### config.mk
export PLATFORM = sky130hd
export DESIGN_NAME = spi_flash_dma
export DESIGN_NICKNAME = d
export VERILOG_FILES = /design/src/rtl/spi_flash_dma_pkg.sv /design/src/rtl/spi_flash_dma.sv
export SDC_FILE = /design/constraint.sdc
export NUM_CORES = 1
export LEC_CHECK = 0
export ABC_AREA = 1
export CAP_MARGIN = 40
export CORE_UTILIZATION = 25
export CTS_CLUSTER_SIZE = 40
export DETAILED_ROUTE_END_ITERATION = 6
export GPL_TIMING_DRIVEN = 0
export PLACE_DENSITY_LB_ADDON = 0.15
export SETUP_SLACK_MARGIN = 0.5
export SYNTH_ARGS = -nofsm -noshare
export SYNTH_HDL_FRONTEND = slang
export SYNTH_SLANG_ARGS = --single-unit
export TNS_END_PERCENT = 10
### constraint.sdc
create_clock -name CLK -period 2.4 [get_ports CLK]
set_input_delay 0.48 -clock CLK [delete_from_list [all_inputs] [get_ports CLK]]
set_output_delay 0.48 -clock CLK [all_outputs]
set_load 0.1 [all_outputs]
### src/rtl/spi_flash_dma_pkg.sv
// Shared definitions for the SPI flash DMA master: widths, register maps of
// the host port and of the downstream spi_flash, bit positions and FSM states.
package spi_flash_dma_pkg;

  localparam int unsigned BITS          = 16;
  localparam int unsigned ADDRESS_BITS  = 8;
  localparam int unsigned MEM_ADDR_BITS = 16;
  localparam int unsigned SRC_BITS      = 23;
  localparam int unsigned SRC_HI_BITS   = SRC_BITS - BITS;

  // spi_flash register offsets and command bits
  localparam logic [ADDRESS_BITS-1:0] FL_REG_ADDR_LO = ADDRESS_BITS'(0);
  localparam logic [ADDRESS_BITS-1:0] FL_REG_ADDR_HI = ADDRESS_BITS'(1);
  localparam logic [ADDRESS_BITS-1:0] FL_REG_CMD     = ADDRESS_BITS'(2);
  localparam logic [ADDRESS_BITS-1:0] FL_REG_DATA    = ADDRESS_BITS'(3);
  localparam logic [ADDRESS_BITS-1:0] FL_REG_STATUS  = ADDRESS_BITS'(4);
  localparam logic [BITS-1:0]         FL_CMD_GO      = BITS'(1);
  localparam logic [BITS-1:0]         FL_CMD_WAKE    = BITS'(2);

  // DMA host register offsets
  localparam logic [ADDRESS_BITS-1:0] DMA_REG_SRC_LO = ADDRESS_BITS'(0);
  localparam logic [ADDRESS_BITS-1:0] DMA_REG_SRC_HI = ADDRESS_BITS'(1);
  localparam logic [ADDRESS_BITS-1:0] DMA_REG_DST    = ADDRESS_BITS'(2);
  localparam logic [ADDRESS_BITS-1:0] DMA_REG_COUNT  = ADDRESS_BITS'(3);
  localparam logic [ADDRESS_BITS-1:0] DMA_REG_CTRL   = ADDRESS_BITS'(4);
  localparam logic [ADDRESS_BITS-1:0] DMA_REG_STATUS = ADDRESS_BITS'(5);

  localparam int unsigned CTRL_START      = 0;
  localparam int unsigned CTRL_ABORT      = 1;
  localparam int unsigned CTRL_IRQ_EN     = 2;
  localparam int unsigned CTRL_WAKE_FIRST = 3;
  localparam int unsigned STAT_BUSY       = 0;
  localparam int unsigned STAT_DONE       = 1;
  localparam int unsigned STAT_ABORTED    = 2;

  typedef enum logic [3:0] {
    S_IDLE   = 4'd0,
    S_WAKE   = 4'd1,
    S_WGUARD = 4'd2,
    S_WPOLL  = 4'd3,
    S_SET_LO = 4'd4,
    S_SET_HI = 4'd5,
    S_GO     = 4'd6,
    S_GUARD  = 4'd7,
    S_POLL   = 4'd8,
    S_READ   = 4'd9,
    S_MEMWR  = 4'd10,
    S_NEXT   = 4'd11,
    S_DONE   = 4'd12
  } state_t;

endpackage

### src/rtl/spi_flash_dma.sv
// DMA master for spi_flash: copies COUNT 16-bit words from flash byte address
// SRC into memory starting at word address DST, programmed over a host port.
module spi_flash_dma
  import spi_flash_dma_pkg::*;
(
  input  logic                     CLK,
  input  logic                     RST,
  input  logic [ADDRESS_BITS-1:0]  HOST_ADDRESS,
  input  logic [BITS-1:0]          HOST_DATA_IN,
  input  logic                     HOST_WR,
  output logic [BITS-1:0]          HOST_DATA_OUT,
  output logic [ADDRESS_BITS-1:0]  FL_ADDRESS,
  output logic [BITS-1:0]          FL_DATA_IN,
  output logic                     FL_WR,
  input  logic [BITS-1:0]          FL_DATA_OUT,
  output logic [MEM_ADDR_BITS-1:0] MEM_ADDR,
  output logic [BITS-1:0]          MEM_DATA,
  output logic                     MEM_WR,
  input  logic                     MEM_READY,
  output logic                     IRQ
);

  state_t                   state, state_d;
  logic [BITS-1:0]          src_lo, src_lo_d;
  logic [SRC_HI_BITS-1:0]   src_hi, src_hi_d;
  logic [MEM_ADDR_BITS-1:0] dst, dst_d;
  logic [BITS-1:0]          count, count_d;
  logic                     irq_en, irq_en_d, wake_first, wake_first_d;
  logic                     busy, busy_d, done, done_d, aborted, aborted_d;
  logic                     abort_flag, abort_flag_d, guard_cnt, guard_cnt_d;
  logic [SRC_BITS-1:0]      w_src, w_src_d;
  logic [MEM_ADDR_BITS-1:0] w_dst, w_dst_d;
  logic [BITS-1:0]          w_count, w_count_d;
  logic [ADDRESS_BITS-1:0]  fl_address_d;
  logic [BITS-1:0]          fl_data_in_d, mem_data_d;
  logic [MEM_ADDR_BITS-1:0] mem_addr_d;
  logic                     fl_wr_d, mem_wr_d, irq_d, start_req;

  // State and register file
  always_ff @(posedge CLK) begin
    if (RST) begin
      state      <= S_IDLE;
      src_lo     <= '0;
      src_hi     <= '0;
      dst        <= '0;
      count      <= '0;
      irq_en     <= 1'b0;
      wake_first <= 1'b0;
      busy       <= 1'b0;
      done       <= 1'b0;
      aborted    <= 1'b0;
      abort_flag <= 1'b0;
      guard_cnt  <= 1'b0;
      w_src      <= '0;
      w_dst      <= '0;
      w_count    <= '0;
      FL_WR      <= 1'b0;
      FL_ADDRESS <= FL_REG_STATUS;
      FL_DATA_IN <= '0;
      MEM_WR     <= 1'b0;
      MEM_ADDR   <= '0;
      MEM_DATA   <= '0;
      IRQ        <= 1'b0;
    end else begin
      state      <= state_d;
      src_lo     <= src_lo_d;
      src_hi     <= src_hi_d;
      dst        <= dst_d;
      count      <= count_d;
      irq_en     <= irq_en_d;
      wake_first <= wake_first_d;
      busy       <= busy_d;
      done       <= done_d;
      aborted    <= aborted_d;
      abort_flag <= abort_flag_d;
      guard_cnt  <= guard_cnt_d;
      w_src      <= w_src_d;
      w_dst      <= w_dst_d;
      w_count    <= w_count_d;
      FL_WR      <= fl_wr_d;
      FL_ADDRESS <= fl_address_d;
      FL_DATA_IN <= fl_data_in_d;
      MEM_WR     <= mem_wr_d;
      MEM_ADDR   <= mem_addr_d;
      MEM_DATA   <= mem_data_d;
      IRQ        <= irq_d;
    end
  end

  // Host writes, sequencing, and outputs decoded from the next state
  always_comb begin
    state_d      = state;
    src_lo_d     = src_lo;
    src_hi_d     = src_hi;
    dst_d        = dst;
    count_d      = count;
    irq_en_d     = irq_en;
    wake_first_d = wake_first;
    busy_d       = busy;
    done_d       = done;
    aborted_d    = aborted;
    abort_flag_d = abort_flag;
    guard_cnt_d  = 1'b0;
    w_src_d      = w_src;
    w_dst_d      = w_dst;
    w_count_d    = w_count;
    fl_wr_d      = 1'b0;
    fl_address_d = FL_REG_STATUS;
    fl_data_in_d = FL_DATA_IN;
    mem_wr_d     = 1'b0;
    mem_addr_d   = MEM_ADDR;
    mem_data_d   = MEM_DATA;
    start_req    = HOST_WR && (HOST_ADDRESS == DMA_REG_CTRL) && HOST_DATA_IN[CTRL_START]
                   && !HOST_DATA_IN[CTRL_ABORT] && !busy;

    if (HOST_WR) begin
      case (HOST_ADDRESS)
        DMA_REG_SRC_LO: if (!busy) src_lo_d = HOST_DATA_IN;
        DMA_REG_SRC_HI: if (!busy) src_hi_d = HOST_DATA_IN[SRC_HI_BITS-1:0];
        DMA_REG_DST:    if (!busy) dst_d = HOST_DATA_IN;
        DMA_REG_COUNT:  if (!busy) count_d = HOST_DATA_IN;
        DMA_REG_CTRL: begin
          irq_en_d     = HOST_DATA_IN[CTRL_IRQ_EN];
          wake_first_d = HOST_DATA_IN[CTRL_WAKE_FIRST];
          if (HOST_DATA_IN[CTRL_ABORT] && busy) abort_flag_d = 1'b1;
        end
        DMA_REG_STATUS: if (HOST_DATA_IN[STAT_DONE]) begin
          done_d    = 1'b0;
          aborted_d = 1'b0;
        end
        default: ;
      endcase
    end

    case (state)
      S_IDLE: if (start_req) begin
        w_src_d      = {src_hi, src_lo};
        w_dst_d      = dst;
        w_count_d    = count;
        busy_d       = 1'b1;
        done_d       = 1'b0;
        aborted_d    = 1'b0;
        abort_flag_d = 1'b0;
        if (count == '0)       state_d = S_DONE;
        else if (wake_first_d) state_d = S_WAKE;
        else                   state_d = S_SET_LO;
      end
      S_WAKE:   state_d = S_WGUARD;
      S_WGUARD, S_GUARD: begin
        guard_cnt_d = !guard_cnt;
        if (guard_cnt) state_d = (state == S_WGUARD) ? S_WPOLL : S_POLL;
      end
      // A pending abort is honoured only once the flash transaction has finished
      S_WPOLL:  if (FL_DATA_OUT[0]) state_d = abort_flag ? S_DONE : S_SET_LO;
      S_SET_LO: state_d = S_SET_HI;
      S_SET_HI: state_d = S_GO;
      S_GO:     state_d = S_GUARD;
      S_POLL:   if (FL_DATA_OUT[0]) state_d = abort_flag ? S_DONE : S_READ;
      S_READ: begin
        mem_data_d = FL_DATA_OUT;
        state_d    = S_MEMWR;
      end
      S_MEMWR:  if (MEM_READY) state_d = S_NEXT;
      S_NEXT: begin
        w_src_d   = w_src + SRC_BITS'(2);
        w_dst_d   = w_dst + MEM_ADDR_BITS'(1);
        w_count_d = w_count - BITS'(1);
        state_d   = (w_count == BITS'(1) || abort_flag) ? S_DONE : S_SET_LO;
      end
      S_DONE: begin
        busy_d       = 1'b0;
        done_d       = 1'b1;
        aborted_d    = abort_flag;
        abort_flag_d = 1'b0;
        state_d      = S_IDLE;
      end
      default:  state_d = S_IDLE;
    endcase

    case (state_d)
      S_WAKE: begin
        fl_wr_d      = 1'b1;
        fl_address_d = FL_REG_CMD;
        fl_data_in_d = FL_CMD_WAKE;
      end
      S_SET_LO: begin
        fl_wr_d      = 1'b1;
        fl_address_d = FL_REG_ADDR_LO;
        fl_data_in_d = w_src_d[BITS-1:0];
      end
      S_SET_HI: begin
        fl_wr_d      = 1'b1;
        fl_address_d = FL_REG_ADDR_HI;
        fl_data_in_d = BITS'(w_src_d[SRC_BITS-1:BITS]);
      end
      S_GO: begin
        fl_wr_d      = 1'b1;
        fl_address_d = FL_REG_CMD;
        fl_data_in_d = FL_CMD_GO;
      end
      S_READ:  fl_address_d = FL_REG_DATA;
      S_MEMWR: begin
        mem_wr_d   = 1'b1;
        mem_addr_d = w_dst_d;
      end
      default: ;
    endcase

    irq_d = done_d & irq_en_d;
  end

  // Host read mux
  always_comb begin
    HOST_DATA_OUT = '0;
    case (HOST_ADDRESS)
      DMA_REG_SRC_LO: HOST_DATA_OUT = src_lo;
      DMA_REG_SRC_HI: HOST_DATA_OUT = BITS'(src_hi);
      DMA_REG_DST:    HOST_DATA_OUT = dst;
      DMA_REG_COUNT:  HOST_DATA_OUT = count;
      DMA_REG_CTRL: begin
        HOST_DATA_OUT[CTRL_IRQ_EN]     = irq_en;
        HOST_DATA_OUT[CTRL_WAKE_FIRST] = wake_first;
      end
      DMA_REG_STATUS: begin
        HOST_DATA_OUT[STAT_BUSY]    = busy;
        HOST_DATA_OUT[STAT_DONE]    = done;
        HOST_DATA_OUT[STAT_ABORTED] = aborted;
      end
      default: ;
    endcase
  end

endmodule

==> summary by stage, run 1 <==
Die
The horizontal extent of the die is about 190 um. The die area is 0.0366 mm^2. The number of top-level design ports is about 120.

The cell row count is 68. The vertical die dimension is 191 um. Once the floorplan was initialized, standard cells occupied 25.7% of the core. The core outline area is 0.0349 mm^2.

CTS
In this run the clock root is driven by a clkbuf_16. The total CTS buffers is 17. The number of levels in the clock H-tree is 4. TritonCTS built the clock tree. The clock net in this run drives a total of 175 sinks.

The insertion delay to the later sink of the worst-skew pair is 0.45 ns. The maximum clock path buffer count is 2. After clock tree synthesis, the clock-pin slew on the worst setup and hold paths is 0.07 ns. In this run, post-CTS hold repair placed 0 buffers.

STA
On the final layout, the worst clock skew is 0.0198 ns. The tightest hold path in the finished design has a slack of 0.466 ns. The final sum of negative setup slack is -0.00421 ns. The highest achievable clock rate is 0.416 GHz. The minimum clock period after layout is 2.40 ns. The slew of the pin with the lowest slew margin is around 0.88 ns. The number of slew-limit violations in the final report came to 0. The count of endpoints failing setup in the final report is 1. Setup repair after global routing could not meet its margin everywhere. The number of endpoints with negative hold slack in the final report is 0. The post-route worst setup slack is -0.00421 ns. Dividing the final minimum period by the clock period gives 100%. The worst max-slew margin expressed relative to the limit is 41.2%.

Routing
Using the TritonRoute via totals, the vias-per-cell ratio works out to 4.83. The total routed wirelength is between 30 and 40 mm. After the first detailed-routing iteration, the DRC count stood at 650. In this run the remaining antenna-violating nets after routing total 0.

For this run, design rule violations remaining after detail routing come to 0. Across all layers, the routed design uses 9753 vias. Dividing the detail-routed wire length by the instance count gives 18.0 um. The number of optimization iterations in the first detailed-route pass is 5.

Setup path
The worst setup path is of the primary input to output port kind. STA classifies the critical path startpoint as a primary input. The number of cells on the worst reg-to-reg path is 12. The endpoint identified for the worst register-to-register timing path is FL_ADDRESS[2]$_SDFF_PP1_. The startpoint of the worst register-to-register path is state[2]$_SDFF_PP0_.

In this run the worst setup path begins at HOST_ADDRESS[5]. Of all nets on the critical path, the largest fanout is 4. The worst setup slack for register-to-register paths is around 0.16 ns.

At the worst endpoint, the arrival time is 1.92 ns. The critical path ends at HOST_DATA_OUT[1]. STA puts the critical path data required time at 1.92 ns. The kind of end point of the critical path is an output port.

GRT
The pin count of the biggest net entering global routing is 19. The initial antenna violation count is 1. The total overflow left after global routing is 0. The number of global-route vias before repair came to about 9200. The wire length of the first global-routing pass is around 55 mm. The combined global-route utilization of all metal layers is 19.9%.

Layout
The area growth from synthesis to layout is 58.1%. After routing the design area is 0.0142 mm^2. At the end of the flow the core is filled with cells to 40.6%. In the layout the commonest cells are nand2_1, dfxtp_1, inv_1. Cells with a size suffix above 1 make up 27.7% of the layout. The repair_antennas step left the layout with diodes totalling 0. Once layout is complete, the cells apart from fillers number 2020. The layout has 3662 filler cells. The most common cell after layout, fill and taps aside is nand2_1. The number of nets in the final layout is 1600.

Power and ir drop
The leakage power total is 5.90 nW. The analysis attributes to net switching a power of 1.63 mW. The clock network is responsible for a little under half of the overall power. The highest ir drop seen on vdd is around 460 uV. Per report_power, the sequential group accounts for 47.2% of the total.

The power density over cell area is 435 mW/mm^2. The fraction of power spent switching nets is 26.5%. The post-layout total power is 6.16 mW. The internal power contribution is 4.52 mW. Combinational logic is responsible for around 4.9% of the overall power.

Synthesis
In the synthesized netlist, the number of instances is between 1000 and 1500. Of all cell types, the one taking the most synthesized area is dfxtp_1. The unique cell type count in the Yosys netlist is 49. The Yosys step of the flow raised 0 warnings. A synthesized cell averages ~6.8 um^2. The fraction of post-synthesis cell area in the top cell type by area is between 30% and 40%.

By area the synthesized netlist is led by dfxtp_1, nand2_1, o21ai_0. The sequential element share of the synthesized area is 39.1%. In this run the cell area of the synthesized design comes to 0.00896 mm^2.

Synthesis inferred 175 register bits.

Outcome
The flow ran to the end, but the final reports show violations. The final reports fail on negative setup slack.

Place
The placed standard-cell area is ~0.012 mm^2. Prior to clock tree synthesis, the placed netlist has a worst setup slack of -1.43 ns. The post-placement cell count is 1963.

Input and output buffers added on the ports amount to 111. The detailed placer's ending HPWL is 26.9 mm. The global placement routability congestion is 0.893.

Min path
The source of the worst hold timing path is FL_DATA_IN[6]$_SDFFE_PP0P_. The worst min-delay path category is flip-flop to flip-flop.

Run
The max-cap check violation count is 0.
## cell usage after synthesis (all sizes together)
library cell,n
nand2,263
nor2,189
inv,182
dfxtp,175
o21ai,138
a21oi,110
nand3,73
clkbuf,31
buf,29
nor3,21
o22ai,16
o221ai,15
nand4,12
o211ai,12
xor2,9
a31oi,7
nor4,7
a22oi,5
o31ai,5
or2,5
ha,4
a221oi,3
a2111oi,2
a21boi,2
a211oi,1
a22o,1
and2,1
clkinv,1
conb,1
nand3b,1
o2111ai,1
## how the worst min path moves through the flow
stage	to	slack [ns]	cells past startpoint
6_report	FL_DATA_IN[6]$_SDFFE_PP0P_	0.47	2
5_1_grt	FL_WR$_SDFF_PP0_	0.47	2
4_1_cts	FL_WR$_SDFF_PP0_	0.44	2
3_5_place_dp	FL_DATA_IN[15]$_SDFFE_PP0P_	0.45	2
3_3_place_gp	FL_DATA_IN[10]$_SDFFE_PP0P_	0.45	2
2_1_floorplan	w_count[15]$_SDFFE_PP0P_	0.44	2
## power groups by stage
| stage | Clock, mW | Combinational, mW | Sequential, mW |
|---|---|---|---|
| 6_report | 2.95 | 0.301 | 2.90 |
| 5_1_grt | 3.10 | 0.318 | 2.90 |
| 4_1_cts | 3.01 | 0.295 | 2.91 |
| 3_5_place_dp | 0 | 0.275 | 2.97 |
| 3_3_place_gp | 0 | 0.274 | 2.97 |
| 2_1_floorplan | 0 | 0.130 | 2.97 |
## cells by family after synthesis
logic type	synth area share [%]
DFF	39.1
AOI/OAI and AO/OA	20.0
and+or+nand+nor	28.3
buffers and inverters	11.1
other	0.0419
xor gates and xnor gates	0.880
adders and majority gates	0.559
## sequential cells by signal, indices dropped and copies added (netlist names), 3 cells and up
register / flops
w_src: 23
FL_DATA_IN: 16
MEM_ADDR: 16
MEM_DATA: 16
count: 16
dst: 16
src_lo: 16
w_count: 16
w_dst: 16
src_hi: 7
state: 4
FL_ADDRESS: 3
## critical path: stages
cell     delay (ns)
buf_2          0.11
nor2_4         0.09
nand2_4        0.06
nor2_4         0.18
inv_4          0.08
nor2_4         0.18
buf_6          0.13
a22o_1         0.14
a21oi_2        0.05
nand3_1        0.10
buf_2          0.14
buf_12         0.17
## metal layers
layer | vias to the layer above | global-route usage, % | wire length (um)
met5 | - | 0 | 0
met4 | 0 | 5.49 | 782
met3 | 39 | 3.64 | 1890
met2 | 313 | 31.5 | 16400
met1 | 4588 | 27.5 | 17200
li1 | 4813 | - | -
## final cells by class
| type | count | area (um^2) | share of cell area (%) |
|---|---|---|---|
| Multi-Input combinational cell | 908 | 5490 | 38.8 |
| Buffer | 60 | 498 | 3.52 |
| Clock inverter | 14 | 165 | 1.17 |
| Clock buffer | 18 | 439 | 3.10 |
| Inverter | 183 | 732 | 5.17 |
| Sequential cell | 175 | 3520 | 24.8 |
| Timing Repair Buffer | 207 | 2750 | 19.4 |
| Tap cell | 455 | 569 | 4.02 |
## what timing repair did
| action | in CTS | in global routing |
|---|---|---|
| setup endpoints to repair | 238 | 144 |
| buffers inserted | 19 | 4 |
| resized for setup | 412 | 147 |
| pin swaps | 89 | 115 |
| gates cloned | 2 | 0 |
Power figures use the tool's default switching activity.
==> run 2: changes to the inputs <==
Settings changed: ABC_AREA 1 to unset, PLACE_DENSITY set to 0.52, PLACE_DENSITY_LB_ADDON 0.15 to unset.
==> run 2 against run 1 <==
  * The run still ends with negative setup slack left
  * Highest routed layer is now met5
  * Synthesized cell count decreased by 23%
  * Wire length decreased by 9.1%
  * Register-to-register slack got worse by 0.44 ns
  * Global-route usage decreased by 0.21 points
  * Final cell count decreased by 16%
  * Fmax decreased by 10%
  * Hold slack got worse by 0.094 ns
  * Sequential share of layout area increased by 1.7 points
  * Count of clock-buffer cells in the layout unchanged
  * Die area decreased by 8.8%
==> summary by stage, run 2 <==
Outcome
The flow ran to the end, but the final reports show violations. The checks that failed: negative setup slack.

Power and ir drop
The highest ir drop seen on vdd is 518 uV (+13%). The power density over cell area came to 467 mW/mm^2 (+7.4%). The leakage power total is 4.84 nW (-18%).

Layout
The library cells used most frequently in the layout, excluding fill and tap cells, are nand2_1, dfxtp_1, a21oi_1. The share of final-layout standard cells stronger than drive strength 1 came to 28.8% (+1.1 points). The area overhead of the layout relative to synthesis is 62.2%. The flip-flop count of the largest register after layout is 23 (unchanged). The final non-filler cell area is 0.0132 mm^2 (-6.4%). The number of nets in the final layout is 1305 (-18%).

The count of inserted antenna diode cells came to 0 (unchanged). The largest register by flop count is w_src. The library cell used most frequently in the layout, excluding fill and tap cells, is nand2_1.

Routing
The total routed wirelength is 33.0 mm (-9.1%). The detailed-route wire length per cell is 19.4 um (+7.7%). The number of optimization iterations in the first detailed-route pass is 7 (+2). The count of unresolved DRC violations after routing was 0 (unchanged).

The vias after detailed routing is 8797 (-9.8%). The via count normalized by instance count came to 5.16 (+6.9%). The initial DRC count is 640 (-1.5%).

The remaining antenna violation count is 0 (unchanged).

Synthesis
The multiplexer share of the synthesized area is 3.66% (+3.7 points). Yosys instantiated no cell more often than nand2_1. The unique cell type count in the Yosys netlist is 73 (+49%). The synthesized instance count is 1017 (-23%).

The fraction of the mapped netlist area in simple logic gates came to 23.4% (-4.9 points). The adder and majority gate portion of the synthesized area is 0.613% (+0.054 points). The primary flip-flop cell chosen by synthesis mapping is dfxtp_1. The xor and xnor fraction of the mapped netlist area is 0.107% (-0.77 points). After synthesis, the cell types taking the most area are dfxtp_1, a21oi_1, nand2_1. The fraction of the mapped netlist area in compound gates is 24.8% (+4.9 points). In the synthesized netlist, the cells that appear most often are nand2_1, dfxtp_1, a21oi_1, nor2_1, clkbuf_1.

The dominant combinational cell family by area after synthesis is compound AO/OA/AOI/OAI gates. The average cell area after synthesis is 8.03 um^2 (+18%). The cell type contributing the most total cell area after synthesis is dfxtp_1. The post-synthesis register bit count is 175 (unchanged).

The warning count from the yosys run is 0 (unchanged). The share of flip-flops with an asynchronous set or reset is 0% (unchanged). The fraction of post-synthesis cell area in the top cell type by area is 42.9% (+3.8 points).

The cell area after synthesis came to 0.00816 mm^2 (-8.8%). The sequential element share of the synthesized area is 42.9% (+3.8 points). The number of enable flip-flop cells after synthesis is 0 (unchanged).

STA
Setup repair after global routing could not meet its margin everywhere. The minimum clock period after layout is 2.68 ns (+0.279 ns). The slew of the pin with the lowest slew margin is 0.826 ns (-0.0570 ns). The worst-case hold slack is 0.372 ns (-0.0939 ns). The highest achievable clock rate is 0.373 GHz (-10%). The count of endpoints failing setup in the final report is 69 (+68). The worst-case clock skew was 0.0112 ns (-0.00856 ns). The number of endpoints with negative hold slack in the final report came to 0 (unchanged).

The post-route fraction of the period consumed by the critical path is 112% (+12 points). The number of slew-limit violations in the final report came to 0 (unchanged). The worst max-slew margin expressed relative to the limit is 45.0% (+3.8 points). The post-route worst setup slack is -0.283 ns (-0.279 ns).

GRT
The total overflow reported by the global router was 0 (unchanged). The number of global-route vias before repair is 8498 (-7.9%). The pin count of the biggest net entering global routing is 17 (-2). The combined global-route utilization of all metal layers came to 19.7% (-0.21 points).

The wire length of the first global-routing pass was 49.7 mm (-9.1%). The initial antenna violation count is 1 (unchanged).

Min path
The number of instances on the worst hold path was 3 (+1). The startpoint identified for the worst hold timing path is FL_DATA_OUT[0]. The tightest min-delay check is of the primary input to flip-flop type. For hold timing, the worst endpoint is MEM_DATA[0]$_SDFFE_PP0P_.

Run
The max-cap check violation count is 0 (unchanged).

Setup path
The endpoint of the most critical register-to-register path is FL_DATA_IN[0]$_SDFFE_PP0P_. The number of cells on the worst reg-to-reg path was 7 (-5). The kind of end point of the critical path is a flip-flop. In this run the critical register-to-register path is launched from state[1]$_SDFF_PP0_.

The data arrival time at the worst-slack endpoint is 3.03 ns (+1.11 ns). The maximum fanout along the worst path is 6 (+2). The class of the most critical setup path is primary input to flip-flop. The required time reported for the critical path endpoint is 2.74 ns (+0.82 ns). The worst setup slack for register-to-register paths is -0.28 ns (-0.44 ns). STA classifies the critical path startpoint as a primary input.

CTS
The CTS tree is done. The insertion delay to the later sink of the worst-skew pair was 0.44 ns (about the same). The number of clock sinks is 175 (unchanged). The maximum clock path buffer count is 2 (unchanged). The total CTS buffers is 17 (unchanged).

The number of levels in the clock H-tree was 4 (unchanged). The clock-pin transition on the worst setup and hold timing paths is 0.08 ns (about the same). The clock root buffer is clkbuf_16.

Die
The cell row count was 65 (-4.4%). The vertical die dimension is 183 um (-4.5%). The horizontal extent of the die is 183 um (-4.5%). The die area is 0.0334 mm^2 (-8.8%).

The starting density of the core is 25.6% (-0.066 points). The number of top-level design ports came to 119 (unchanged). The core outline area came to 0.0319 mm^2 (-8.6%).

Place
The detailed placer's ending HPWL was 24.3 mm (-9.8%). The placed standard-cell area was 0.0111 mm^2 (-7.3%). The count of buffers inserted at the top-level ports came to 111 (unchanged). The global placement routability congestion is 0.905 (+1.4%).
## run 2: cell count changes in the layout (fill, tap and decap cells not counted), moves of 14 or more
cell	previous run	this run
a21oi_1	95	133
buf_2	24	7
buf_4	20	38
inv_1	157	12
inv_2	14	0
nand2_1	212	173
nand2_2	34	1
nand3_1	55	31
nor2_1	141	68
nor2_4	33	15
o21ai_0	106	26
## run 2: metal layers
| metal | part of all wire, % | up-vias | track usage (%) |
|---|---|---|---|
| met3 | 5.2 | 58 | 3.47 |
| li1 | - | 4207 | - |
| met5 | 0.039 | - | 0 |
| met4 | 4.0 | 2 | 8.47 |
| met2 | 47 | 307 | 32.4 |
| met1 | 44 | 4223 | 25.2 |
## run 2: cell families (layout without fill, tap and decap cells)
| logic type | Yosys count | count (layout) |
|---|---|---|
| and+or+nand+nor | 412 | 412 |
| muxes | 20 | 20 |
| other | 1 | 5 |
| buffers and inverters | 86 | 335 |
| xor gates and xnor gates | 1 | 1 |
| adders and majority gates | 4 | 4 |
| DFF | 175 | 175 |
| AOI/OAI and AO/OA | 318 | 318 |
## run 2: where the power goes
part / total (mW) / internal [mW] / switching, mW
logic: 0.323 / 0.119 / 0.204
registers: 2.90 / 2.90 / 0.00182
clock network: 2.96 / 1.66 / 1.30
## run 2: timing repair
item,in CTS,in global routing
hold buffers,0,0
endpoints found under the setup margin,243,183
buffers inserted,26,13
gates resized for setup,345,101
cloned,3,1
hold endpoints to repair,0,0
pin swaps,50,45
## run 2: how the worst max path moves through the flow
stage,start,end,slack (ns),depth (start not counted)
finish,HOST_ADDRESS[5],FL_DATA_IN[0]$_SDFFE_PP0P_,-0.28,9
global route,state[1]$_SDFF_PP0_,FL_DATA_IN[0]$_SDFFE_PP0P_,-0.32,7
CTS,HOST_ADDRESS[5],HOST_DATA_OUT[15],-0.27,7
detailed placement,HOST_ADDRESS[6],MEM_ADDR[13]$_SDFFE_PP0P_,-1.81,9
global placement,HOST_ADDRESS[6],MEM_ADDR[13]$_SDFFE_PP0P_,-1.77,9
floorplan,HOST_ADDRESS[6],FL_DATA_IN[0]$_SDFFE_PP0P_,-0.65,8
## run 2: critical path: stages
cell and delay (ns):
buf_6 0.09, or4_4 0.58, or4_4 0.52, buf_8 0.16, or3_4 0.36, and3_4 0.17
buf_8 0.13, a2111o_1 0.32, a32o_1 0.23
## run 2: stage by stage
stage	cells	setup slack [ns]	TNS, ns	power (mW)	util (%)
finish	1705	-0.283	-8.77	6.18	41.5
global route	1705	-0.323	-13.19	6.34	41.5
CTS	1691	-0.269	-7.99	6.20	40.2
detailed placement	1642	-1.81	-179.59	3.25	35.0
global placement	1567	-1.77	-198.77	3.25	31.3
floorplan	1021	-0.652	-34.98	3.10	-
## run 2: final cells by class
class / instances / area (um^2)
Timing Repair Buffer: 217 / 2780
Inverter: 12 / 45.0
Buffer: 74 / 613
Sequential cell: 175 / 3520
Multi-Input combinational cell: 760 / 5130
Tap cell: 435 / 544
Clock buffer: 18 / 429
Fill cell: 3184 / 18600
Clock inverter: 14 / 184
==> run 3: changes to the inputs <==
Settings changed: DONT_BUFFER_PORTS set to 1, PLACE_DENSITY 0.52 to 0.47, SLEW_MARGIN set to 20.
Clock period 2.4 ns to 3.1 ns, I/O delays scaled along.
==> run 3 against run 2 <==
  * The flow now finishes without violations
  * Register-to-register slack better by 0.52 ns
  * Final cell count decreased by 7.8%
  * Wire length fell by 0.99%
  * Core utilization down 6.6 points
  * Final area decreased by 16%
  * Count of clock-buffer cells in the layout stayed put
  * Sequential share of layout area rose by 4.9 points
  * Clock power is 24% lower
  * Sequential power shrank 22%
  * Combinational power fell by 53%
  * Highest routed layer is now met4
==> summary by stage, run 3 (synthesized netlist as in run 2, its figures left out) <==
Setup path
The maximum fanout along the worst path is 5 (-1). The data arrival time at the worst-slack endpoint was 2.29 ns (-0.74 ns). The worst setup slack for register-to-register paths came to 0.24 ns (+0.52 ns).

The worst register-to-register path ends at FL_DATA_IN[0]$_SDFFE_PP0P_. The kind of start point of the critical path is a primary input. For this design, the slowest cell found on the critical path is or4_4. The critical path goes through or4_4 > or3_4 > clkbuf_16 > nor2_4. The largest stage delay on the critical path is 0.56 ns (-0.02 ns).

The family with the most delay on the worst path is simple AND/OR/NAND/NOR gates. In this run the worst setup path terminates at HOST_DATA_OUT[7]. The number of buffer and inverter instances along the worst setup path is 1 (-2). The class of the most critical setup path is primary input to output port. The number of gates on the worst path with buffers counted came to 4 (-5). The most critical setup path has its startpoint at HOST_ADDRESS[6]. The number of cells on the worst reg-to-reg path is 7 (unchanged). STA classifies the critical path endpoint as an output port. The worst register-to-register path begins at state[3]$_SDFF_PP0_. The required time reported for the critical path endpoint is 2.48 ns (-0.26 ns).

Die
The number of top-level design ports is 119 (unchanged). The core outline area is 0.0319 mm^2 (unchanged). The starting density of the core is 25.6% (unchanged). The cell row count is 65 (unchanged). The horizontal extent of the die is 183 um (unchanged). The die area was 0.0334 mm^2 (unchanged). The vertical die dimension is 183 um (unchanged).

Place
The pre-CTS setup slack was -0.874 ns (+0.932 ns). The global placement routability congestion is 0.894 (-1.3%). The post-placement cell count is 1519 (-7.5%). The count of buffers inserted at the top-level ports came to 0 (-100%). The detailed placer's ending HPWL is 24.6 mm (+1.6%).

CTS
The number of clock sinks is 175 (unchanged). The maximum clock path buffer count is 2 (unchanged). The number of levels in the clock H-tree is 4 (unchanged). TritonCTS built the clock tree. The total CTS buffers is 17 (unchanged).

The tree is rooted in a clkbuf_16. The insertion delay to the later sink of the worst-skew pair is 0.44 ns (about the same). The clock-pin transition on the worst setup and hold timing paths came to 0.07 ns (about the same).

GRT
The initial antenna violation count was 0 (-1). The number of global-route vias before repair is 7856 (-7.6%). The pin count of the biggest net entering global routing is 17 (unchanged).

The combined global-route utilization of all metal layers was 19.6% (-0.081 points). The wire length of the first global-routing pass is 49.2 mm (-0.96%). The total overflow reported by the global router is 0 (unchanged).

Layout
The count of filler cells inserted in the layout is 3337 (+4.8%). From synthesis to final layout, the design area changed by 36.3%. The post-layout utilization of the core came to 34.9% (-6.6 points). The count of inserted antenna diode cells was 0 (unchanged).

The largest register by flop count is w_src. The final cell count without fillers came to 1572 (-7.8%). The number of nets in the final layout is 1172 (-10%).

The flip-flop count of the largest register after layout is 23 (unchanged). The library cells used most frequently in the layout, excluding fill and tap cells, are nand2_1, dfxtp_1, a21oi_1. The share of final-layout standard cells stronger than drive strength 1 is 20.1% (-8.7 points). Leaving out fill and tap cells, the most frequent cell in the layout is nand2_1.

STA
The clock period could shrink to 2.91 ns. The worst max-slew margin expressed relative to the limit is 42.2% (-2.8 points). The post-route worst setup slack is 0.185 ns (+0.469 ns).

The highest achievable clock rate is 0.343 GHz. The worst-case hold slack came to 0.313 ns (-0.0588 ns). Setup repair after global routing could not meet its margin everywhere. The final sum of negative setup slack is 0 ns (+8.77 ns). The number of endpoints with negative hold slack in the final report was 0 (unchanged). The count of endpoints failing setup in the final report is 0 (-100%). The number of slew-limit violations in the final report is 0 (unchanged). The worst-case clock skew is 0.0124 ns (+0.00113 ns). The final critical path takes up 94.0% of the cycle. The slew of the pin with the lowest slew margin came to 0.868 ns (+0.0421 ns).

Run
The max-cap check violation count is 0 (unchanged).

Power and ir drop
The power density over cell area came to 417 mW/mm^2 (-11%). The leakage power total came to 3.74 nW (-23%). The highest ir drop seen on vdd is 367 uV (-29%).

Routing
The number of optimization iterations in the first detailed-route pass is 5 (-2). The initial DRC count is 741 (+16%). The vias after detailed routing is 8191 (-6.9%). The remaining antenna violation count is 0 (unchanged). The via count normalized by instance count is 5.21 (+0.99%). The count of unresolved DRC violations after routing is 0 (unchanged). The total routed wirelength is 32.7 mm (-0.99%). The detailed-route wire length per cell is 20.8 um (+7.4%).

Min path
The worst min-delay path category is primary input to flip-flop. The number of instances on the worst hold path was 2 (-1).

Outcome
The flow ran to the end, and the final reports show no timing, DRC or antenna violations.
[run 3: cell type report]
class                   instances  area, um^2  area share (%)
plain buffers                  74         463            4.16
clock buffers                  18         439            3.95
clock inverters                14         155            1.39
inverters                      12        45.0           0.405
multi-input cells             760        4650            41.7
flip-flops and latches        175        3500            31.5
well taps                     435         544            4.89
repair buffers                 84        1330            12.0
[run 3: repair_timing]
action	in CTS	in global routing
resized for setup	72	28
pin swaps	16	8
cloned	2	1
hold buffers	0	0
endpoints found under the setup margin	129	127
setup buffers	14	4
[run 3: worst min-delay path by stage]
stage                                from                endpoint  slack (ns)
CTS                      HOST_DATA_IN[11]  count[11]$_SDFFE_PP0P_        0.30
global route             HOST_DATA_IN[13]    dst[13]$_SDFFE_PP0P_        0.31
floorplan           wake_first$_SDFF_PP0_   wake_first$_SDFF_PP0_        0.44
detailed placement    dst[8]$_SDFFE_PP0P_     dst[8]$_SDFFE_PP0P_        0.46
global placement      dst[8]$_SDFFE_PP0P_     dst[8]$_SDFFE_PP0P_        0.45
finish                   HOST_DATA_IN[13]    dst[13]$_SDFFE_PP0P_        0.31
[run 3: power breakdown]
group | switching [mW] | total (mW) | internal [mW]
registers | 0.00137 | 2.25 | 2.25
clock network | 1.01 | 2.24 | 1.22
logic | 0.117 | 0.152 | 0.0350
[run 3: metal layers]
layer | vias up | GRT usage [%] | wire length (um)
li1 | 3928 | - | -
met1 | 3974 | 25.0 | 14200
met2 | 240 | 32.8 | 15600
met3 | 49 | 4.15 | 1990
met4 | 0 | 6.49 | 882
met5 | - | 0 | 0
[run 3: stage by stage]
stage / cell area (um^2) / total power [mW]
5_1_grt: 11100 / 4.77
3_5_place_dp: 10000 / 2.44
3_3_place_gp: 8850 / 2.44
4_1_cts: 11000 / 4.67
6_report: 11100 / 4.64
2_1_floorplan: 8310 / 2.40
